==> config.mk <==
export PLATFORM = sky130hd
export DESIGN_NAME = stress_trend_flat
export DESIGN_NICKNAME = d
export VERILOG_FILES = /design/src/rtl/stress_trend_if.sv /design/src/rtl/stress_trend.sv /design/src/flat_wrapper.sv
export SDC_FILE = /design/constraint.sdc
export NUM_CORES = 1
export LEC_CHECK = 0
export ABC_AREA = 1
export CORE_MARGIN = 10
export CORE_UTILIZATION = 35
export DETAILED_ROUTE_END_ITERATION = 6
export PLACE_DENSITY_LB_ADDON = 0.3
export SLEW_MARGIN = 10
export SYNTH_ARGS = -nofsm -noshare
export SYNTH_HDL_FRONTEND = slang
export SYNTH_SLANG_ARGS = --single-unit
export TNS_END_PERCENT = 5
==> constraint.sdc <==
create_clock -name clk -period 1.5 [get_ports clk]
set_input_delay 0.3 -clock clk [delete_from_list [all_inputs] [get_ports clk]]
set_output_delay 0.3 -clock clk [all_outputs]
set_load 0.02 [all_outputs]
==> src/rtl/stress_trend_if.sv <==
// Sample/decision bundle between the sensor front end and stress_trend.
// master drives samples and mask; slave returns trends and decisions.
interface stress_trend_if #(
  parameter int N_CH = 2,
  parameter int IN_W = 8
);
  logic                   sample_en;
  logic [N_CH*IN_W-1:0]   ch_data;
  logic [N_CH-1:0]        ch_mask;
  logic [2*N_CH-1:0]      trend;
  logic                   valid;
  logic                   stress_laag;
  logic                   stress_hoog;

  modport master (
    output sample_en, ch_data, ch_mask,
    input  trend, valid, stress_laag, stress_hoog
  );

  modport slave (
    input  sample_en, ch_data, ch_mask,
    output trend, valid, stress_laag, stress_hoog
  );
endinterface

==> src/rtl/stress_trend.sv <==
// Per-channel rising/falling trend detector on sample MSB slices.
// Build with STRESS_ALL_EN to require all masked channels to agree.
module stress_trend #(
  parameter int N_CH    = 2,
  parameter int IN_W    = 8,
  parameter int SLICE_W = 3,
  parameter int HOLD    = 2
) (
  input  logic           clk,
  input  logic           r,
  stress_trend_if.slave  bus
);

  localparam int CW = $clog2(HOLD + 1);
  localparam logic [CW-1:0] HOLD_C = CW'(HOLD);

  logic [SLICE_W-1:0] prev    [N_CH];
  logic [SLICE_W-1:0] cur     [N_CH];
  logic [CW-1:0]      downCnt [N_CH];
  logic [CW-1:0]      upCnt   [N_CH];
  logic               primed;

  logic [N_CH-1:0]    rising;
  logic [N_CH-1:0]    falling;
  logic [2*N_CH-1:0]  trendNext;
  logic               hoogRaw;
  logic               laagRaw;

  always_comb begin
    trendNext = '0;
    rising    = '0;
    falling   = '0;
    for (int c = 0; c < N_CH; c++) begin
      cur[c]     = bus.ch_data[c*IN_W+IN_W-1 -: SLICE_W];
      rising[c]  = (upCnt[c] == HOLD_C);
      falling[c] = (downCnt[c] == HOLD_C);
      trendNext[2*c]   = falling[c];
      trendNext[2*c+1] = rising[c];
    end
  end

  // Unmasked channels count as satisfied in the all-channels variant.
  always_comb begin
`ifdef STRESS_ALL_EN
    hoogRaw = (|bus.ch_mask) & (&(rising  | ~bus.ch_mask));
    laagRaw = (|bus.ch_mask) & (&(falling | ~bus.ch_mask));
`else
    hoogRaw = |(rising  & bus.ch_mask);
    laagRaw = |(falling & bus.ch_mask);
`endif
  end

  always_ff @(posedge clk) begin
    if (!r) begin
      primed <= 1'b0;
      for (int c = 0; c < N_CH; c++) begin
        prev[c]    <= '0;
        downCnt[c] <= '0;
        upCnt[c]   <= '0;
      end
    end else if (bus.sample_en) begin
      primed <= 1'b1;
      for (int c = 0; c < N_CH; c++) begin
        prev[c] <= cur[c];
        if (primed) begin
          if (cur[c] < prev[c]) begin
            upCnt[c] <= '0;
            if (downCnt[c] != HOLD_C)
              downCnt[c] <= downCnt[c] + 1'b1;
          end else if (cur[c] > prev[c]) begin
            downCnt[c] <= '0;
            if (upCnt[c] != HOLD_C)
              upCnt[c] <= upCnt[c] + 1'b1;
          end
        end
      end
    end
  end

  always_ff @(posedge clk) begin
    if (!r) begin
      bus.trend       <= '0;
      bus.valid       <= 1'b0;
      bus.stress_laag <= 1'b0;
      bus.stress_hoog <= 1'b0;
    end else begin
      bus.trend       <= trendNext;
      bus.valid       <= primed;
      bus.stress_hoog <= hoogRaw;
      bus.stress_laag <= laagRaw & ~hoogRaw;
    end
  end

endmodule

==> src/flat_wrapper.sv <==
// flat-port wrapper written by rule: the top's interface ports become plain ports
module stress_trend_flat 
#(
  parameter int N_CH    = 2,
  parameter int IN_W    = 8,
  parameter int SLICE_W = 3,
  parameter int HOLD    = 2
)
  (clk, r, bus_sample_en, bus_ch_data, bus_ch_mask, bus_trend, bus_valid, bus_stress_laag, bus_stress_hoog);
  stress_trend_if #(.N_CH(N_CH), .IN_W(IN_W)) bus_i ();
  input  logic clk;
  input  logic r;
  input wire logic [$bits(bus_i.sample_en)-1:0] bus_sample_en;
  input wire logic [$bits(bus_i.ch_data)-1:0] bus_ch_data;
  input wire logic [$bits(bus_i.ch_mask)-1:0] bus_ch_mask;
  output wire logic [$bits(bus_i.trend)-1:0] bus_trend;
  output wire logic [$bits(bus_i.valid)-1:0] bus_valid;
  output wire logic [$bits(bus_i.stress_laag)-1:0] bus_stress_laag;
  output wire logic [$bits(bus_i.stress_hoog)-1:0] bus_stress_hoog;
  assign bus_i.sample_en = bus_sample_en;
  assign bus_i.ch_data = bus_ch_data;
  assign bus_i.ch_mask = bus_ch_mask;
  assign bus_trend = bus_i.trend;
  assign bus_valid = bus_i.valid;
  assign bus_stress_laag = bus_i.stress_laag;
  assign bus_stress_hoog = bus_i.stress_hoog;
  stress_trend #(.N_CH(N_CH), .IN_W(IN_W), .SLICE_W(SLICE_W), .HOLD(HOLD)) u_core (.clk(clk), .r(r), .bus(bus_i));
endmodule
==> results of run 1 <==
-- routing by layer --
| metal | GRT usage | share of wire | vias to the layer above |
|---|---|---|---|
| met5 | 0 | 0 | - |
| met4 | 0.0186 | 0.0068 | 0 |
| met3 | 0.0430 | 0.082 | 2 |
| met2 | 0.132 | 0.49 | 19 |
| met1 | 0.0715 | 0.42 | 371 |
| li1 | - | - | 440 |
-- cell type report --
class | count | area, um^2
Sequential cell | 22 | 561
Tap cell | 33 | 41.3
Inverter | 34 | 128
Timing Repair Buffer | 24 | 215
Clock buffer | 3 | 22.5
Multi-Input combinational cell | 67 | 492
Fill cell | 280 | 1510
Clock inverter | 1 | 30.0
-- sequential cells by signal, indices dropped and copies added, names as in the netlist --
name / count
u_core.bus.stress_hoog: 1
u_core.bus.trend: 4
u_core.primed: 1
u_core.downCnt: 4
u_core.upCnt: 4
u_core.bus.stress_laag: 1
u_core.bus.valid: 1
u_core.prev: 6
-- cell usage in the layout, fill, tap and decap left out --
cell              n
dlygate4sd2_1    10
a21oi_1           3
buf_4             7
clkbuf_4          3
o211ai_1          1
ha_1              6
and2_1            1
nor3_4            1
nand2_2           5
nand3_2           3
inv_1            28
edfxtp_1         12
bufinv_16         1
nand2_4           1
nor2_1           14
nand2_1          16
nor2_2            1
inv_2             6
ha_4              4
o22ai_1           2
nand3_1           3
dfxtp_1          10
clkdlybuf4s50_1   5
dlymetal6s2s_1    2
nand4_1           3
nor2_4            3
-- per-stage QoR --
step	hold slack (ps)	util	setup TNS, ps	instances	setup WS [ps]
finish	319	0.496	0	184	2.57
global route	356	0.496	-471	184	-88.4
CTS	434	0.476	-181	184	-68.8
floorplan	438	-	0	124	52.4
detailed placement	495	0.449	-5740	180	-462
global placement	478	0.449	-5290	180	-443
-- logic make-up after synthesis --
| group | synth area share |
|---|---|
| buf+inv | 0.121 |
| fa+ha+maj | 0.115 |
| simple gates | 0.217 |
| compound gates | 0.0322 |
| flops | 0.515 |
-- worst min-delay path by stage --
stage	startpoint	endpoint	slack, ps	depth (start not counted)
6_report	bus_ch_data[13]	u_core.prev[0][3]	320	3
5_1_grt	bus_ch_data[13]	u_core.prev[0][3]	360	3
4_1_cts	bus_ch_data[15]	u_core.prev[0][5]	430	3
3_5_place_dp	u_core.downCnt[1][1]	u_core.downCnt[1][1]	500	2
3_3_place_gp	u_core.downCnt[1][1]	u_core.downCnt[1][1]	480	2
2_1_floorplan	r	u_core.bus.valid	440	2
-- timing repair --
item	in CTS	in global routing
hold buffers	0	0
gates cloned	0	0
setup endpoints to repair	18	14
pin swaps	9	8
gates resized for setup	18	15
setup buffers	0	0
-- power groups by stage --
| stage | clock [mW] | combinational [mW] | sequential [mW] |
|---|---|---|---|
| floorplan | 0 | 0.154 | 0.724 |
| global placement | 0 | 0.251 | 0.714 |
| detailed placement | 0 | 0.260 | 0.717 |
| CTS | 0.472 | 0.275 | 0.702 |
| global route | 0.489 | 0.342 | 0.709 |
| finish | 0.457 | 0.304 | 0.703 |
-- worst min-delay path, cell delays in order --
cell            delay, ps
dlymetal6s2s_1        100
inv_2                  40
nor2_1                 80
==> impl_metrics.csv, run 1 <==
group,metric,value,unit
critical_path,crit_chain,"inv_2 > ha_4 > nand2_4 > nor2_4 > nor2_4 > nor3_4 > nand2_2 > nand3_2",
critical_path,cp_slowest_stage_delay,370,ps
power,p_sw_frac,0.256,
timing,fin_skew,3.31,ps
critical_path,rr_endpoint,"u_core.upCnt[1][0]",
power,cellLeakagePower,0.752,nW
clock_tree,cts_buffer_depth,2,
logic_synthesis,synth_top_area_frac,0.331,
timing,final-max-slew-violation-count,0,
power,power,1.46,mW
detailed_routing,vias_per_cell,4.52,
logic_synthesis,ys_async_sr_fraction,0,
global_routing,grt_remaining_overflow,0,
power,p_int,1.09,mW
logic_synthesis,yosysWarningCount,0,
detailed_routing,ant_nets,0,
final_layout,area.growth.synth_to_final,36.8,%
global_routing,grt_pass1_wl,3.24,mm
logic_synthesis,ys_ff_latch,22,
clock_tree,path_clk_slew,120,ps
critical_path,cp-endpoint,"u_core.upCnt[1][0]",
clock_tree,clkLatencyLatePin,310,ps
logic_synthesis,syn_area,1090,um^2
timing,worst_slew_pin_slew,273,ps
critical_path,cp.required,1550,ps
clock_tree,cts.sinks,22,
worst_hold_path,hold_path_class,"in2reg",
logic_synthesis,netlist_instances,124,
critical_path,r2r_slack,3,ps
placement,hpwl,1.56,mm
power,comb_power_share,0.207,
critical_path,crit_arrival,1550,ps
timing,relSlewSlack,0.818,
detailed_routing,drtPass1Iterations,3,
logic_synthesis,synthTopCellsByArea,"edfxtp_1, dfxtp_1, ha_1",
logic_synthesis,synth_area_per_cell,8.78,um^2
critical_path,ff2ff_path_depth,8,
logic_synthesis,ys_seq_area_frac,0.515,
clock_tree,root_buffer,"clkbuf_4",
timing,timing.final.crit_share,0.998,
critical_path,cp_num_cells,8,
die,io_pins,28,
detailed_routing,post-route-drc-count,0,
die,die-area,5740,um^2
detailed_routing,drtIter0Drc,18,
timing,period_minus_slack,1500,ps
critical_path,path_delay_family,"simple AND/OR/NAND/NOR gates",
clock_tree,cts_made_buffers,3,
die,fp.dieH,75.8,um
placement,io_buffers,17,
die,fp.coreArea,3000,um^2
die,die_w,75.8,um
timing,finalHoldViolations,0,
global_routing,grt_pass1_vias,781,
clock_tree,htreeDepth,1,
critical_path,cp-start-kind,"flip-flop",
critical_path,crit_start,"u_core.prev[0][5]",
critical_path,cpMostUsedCell,"nor2_4",
logic_synthesis,synth_ff_type,"edfxtp_1",
die,rows,20,
critical_path,critPathCaptureType,"flip-flop",
logic_synthesis,yosysMostFrequentCell,"inv_1",
critical_path,critPathBufInv,1,
detailed_routing,avgRoutedWirePerCell,11.2,um
timing,finalSetupViolCount,0,
detailed_routing,vias,832,
status,status,"complete, no violations",
placement,dpl_cell_area,1350,um^2
global_routing,grt_max_degree,14,
detailed_routing,wl,2.06,mm
power,seqPwrFrac,0.480,
power,peakVddDrop,0.554,mV
power,clkPwrFrac,0.312,
final_layout,drive_above_1_share,0.232,
global_routing,antenna_found_initial,0,
logic_synthesis,syn-num-nets,155,
final_layout,antenna_cells,0,
critical_path,worstPathMaxFanout,4,
logic_synthesis,synth_commonest_cells,"inv_1, nand2_1, nor2_1",
job,maxCapViolations,0,
die,initial_core_util,0.363,
logic_synthesis,synth_enable_flop_cells,12,
logic_synthesis,yosysTopAreaCell,"edfxtp_1",
placement,place_congestion,0.749,
final_layout,fin_area,1490,um^2
final_layout,fin_nets,183,
global_routing,grt_usage,0.0741,
power,power.switching,0.374,mW
logic_synthesis,yosysUniqueCellTypes,18,
clock_tree,cts_tree,"yes",
power,powerDensity,984,nW/um^2
critical_path,critical-path-slowest-cell,"edfxtp_1",
timing,fmax,668,MHz
critical_path,r2r-start,"u_core.prev[0][5]",
timing,rsz0062_at_grt,"true",
critical_path,crit_type,"reg2reg",
(Power assumes the default switching activity.)
==> run 2: changes to the inputs <==
--- a/config.mk
+++ b/config.mk
@@ -10,7 +10,7 @@
 export CORE_UTILIZATION = 35
 export DETAILED_ROUTE_END_ITERATION = 6
 export PLACE_DENSITY_LB_ADDON = 0.3
-export SLEW_MARGIN = 10
+export SLEW_MARGIN = 30
 export SYNTH_ARGS = -nofsm -noshare
 export SYNTH_HDL_FRONTEND = slang
 export SYNTH_SLANG_ARGS = --single-unit
==> constraint.sdc (replaced) <==
create_clock -name clk -period 1.5 [get_ports clk]
set_input_delay 0.3 -clock clk [delete_from_list [all_inputs] [get_ports clk]]
set_output_delay 0.3 -clock clk [all_outputs]
set_load 0.01 [all_outputs]
==> run 2 against run 1 <==
  * Critical path depth did not move
  * Global-route usage did not move
  * Fmax rose by 0.13%
  * Flip-flop and latch count did not move
  * Highest routed layer unchanged
==> impl_metrics.csv, run 2 (synthesis gave the netlist of run 1 again) <==
group,metric,value,unit
detailed_routing,maxUsedRoutingLayer,"met4",
final_layout,fin_nets,183,
die,initial_core_util,0.363,
clock_tree,path_clk_slew,130,ps
critical_path,cp-start-kind,"flip-flop",
placement,hpwl,1.56,mm
final_layout,largest-register,"u_core.prev",
clock_tree,cts_buffer_depth,2,
detailed_routing,wl_met1,862,um
detailed_routing,vias_per_cell,4.54,
power,peakVddDrop,0.554,mV
detailed_routing,post-route-drc-count,0,
die,io_pins,28,
final_layout,fin_area,1510,um^2
job,maxCapViolations,0,
die,rows,20,
critical_path,crit_type,"reg2reg",
timing,relSlewSlack,0.818,
die,die-area,5740,um^2
timing,finalSetupViolCount,0,
detailed_routing,drtPass1Iterations,3,
die,fp.coreArea,3000,um^2
worst_hold_path,hold_path_class,"in2reg",
final_layout,drive_above_1_share,0.232,
placement,dp_cells,180,
timing,worst_slew_pin_slew,273,ps
placement,dpl_cell_area,1350,um^2
timing,final-max-slew-violation-count,0,
die,fp.dieH,75.8,um
power,power,1.46,mW
critical_path,critPathCaptureType,"flip-flop",
final_layout,antenna_cells,0,
placement,io_buffers,17,
status,status,"complete, no violations",
clock_tree,clkLatencyLatePin,320,ps
critical_path,cp.required,1550,ps
detailed_routing,ant_nets,0,
global_routing,grt_pass1_vias,781,
detailed_routing,route.met2.wl,1.03,mm
timing,timing.final.crit_share,0.997,
clock_tree,cts_tree,"yes",
final_layout,final_cell_mix,"inv_1, nand2_1, nor2_1",
final_layout,layout_commonest_cell,"inv_1",
timing,rsz0062_at_grt,"true",
global_routing,grt_usage,0.0741,
timing,fmax,669,MHz
power,powerDensity,968,nW/um^2
power,cellLeakagePower,0.828,nW
timing,finalHoldViolations,0,
final_layout,area.growth.synth_to_final,38.9,%
die,die_w,75.8,um
clock_tree,htreeDepth,1,
detailed_routing,wl,2.08,mm
global_routing,grt_pass1_wl,3.24,mm
global_routing,antenna_found_initial,0,
final_layout,largest_register_ffs,6,
clock_tree,cts.sinks,22,
clock_tree,root_buffer,"clkbuf_4",
detailed_routing,avgRoutedWirePerCell,11.3,um
detailed_routing,wl_met3,176,um
critical_path,r2r_slack,4,ps
critical_path,worstPathMaxFanout,4,
clock_tree,cts_made_buffers,3,
timing,fin_skew,4.73,ps
critical_path,crit_arrival,1550,ps
placement,place_congestion,0.749,
detailed_routing,drtIter0Drc,18,
detailed_routing,vias,835,
global_routing,grt_remaining_overflow,0,
final_layout,fin_cells,184,
timing,period_minus_slack,1500,ps
global_routing,grt_max_degree,14,
-- run 2: changes by cell type in the layout (fill, tap and decap cells not counted) --
cell	change
dlygate4sd2_1	-6
dlymetal6s2s_1	+6
-- run 2: path summary, 6_finish.rpt --
kind                                           start                   end  cells past startpoint
worst max register to register     u_core.prev[0][5]    u_core.upCnt[1][0]                      8
worst min-delay path                 bus_ch_data[13]     u_core.prev[0][3]                      3
worst max-delay path               u_core.prev[0][5]    u_core.upCnt[1][0]                      8
worst min register to register  u_core.downCnt[1][1]  u_core.downCnt[1][1]                      2
-- run 2: stage by stage --
stage / hold slack [ps] / util / TNS, ps / worst slack (ps)
2_1_floorplan: 438 / - / 0 / 52.4
3_3_place_gp: 478 / 0.449 / -5290 / -443
3_5_place_dp: 495 / 0.449 / -5740 / -462
4_1_cts: 434 / 0.478 / -181 / -68.8
5_1_grt: 356 / 0.503 / -471 / -88.4
6_report: 319 / 0.503 / 0 / 4.50
-- run 2: critical path: stages, from the launching register on --
cell      delay (ps)
edfxtp_1         370
inv_2             50
ha_4             270
nand2_4           60
nor2_4            90
nor2_4            60
nor3_4           150
nand2_2           90
nand3_2           80
-- run 2: timing repair --
action	in CTS	in global routing
hold buffers	0	0
pin swaps	9	8
resized for setup	12	21
hold endpoints to repair	0	0
endpoints found under the setup margin	12	20
setup buffers	0	0
-- run 2: final cells by class --
| cell class | instances | area, um^2 |
|---|---|---|
| fill | 281 | 1490 |
| sequential | 22 | 561 |
| multi-input combinational | 67 | 492 |
| timing repair buffer | 24 | 238 |
| inverter | 34 | 128 |
| tap | 33 | 41.3 |
| clock inverter | 1 | 30.0 |
| clock buffer | 3 | 22.5 |
-- run 2: power by group --
part	switching (mW)	leakage, nW	internal, mW
combinational	0.165	0.591	0.136
clock	0.188	0.0279	0.270
sequential	0.0159	0.209	0.687
total	0.369	0.828	1.09
-- run 2: per-layer routing --
metal	track usage	vias to the layer above
met5	0	-
met3	0.0430	2
li1	-	440
met4	0.0186	0
met2	0.132	19
met1	0.0715	374
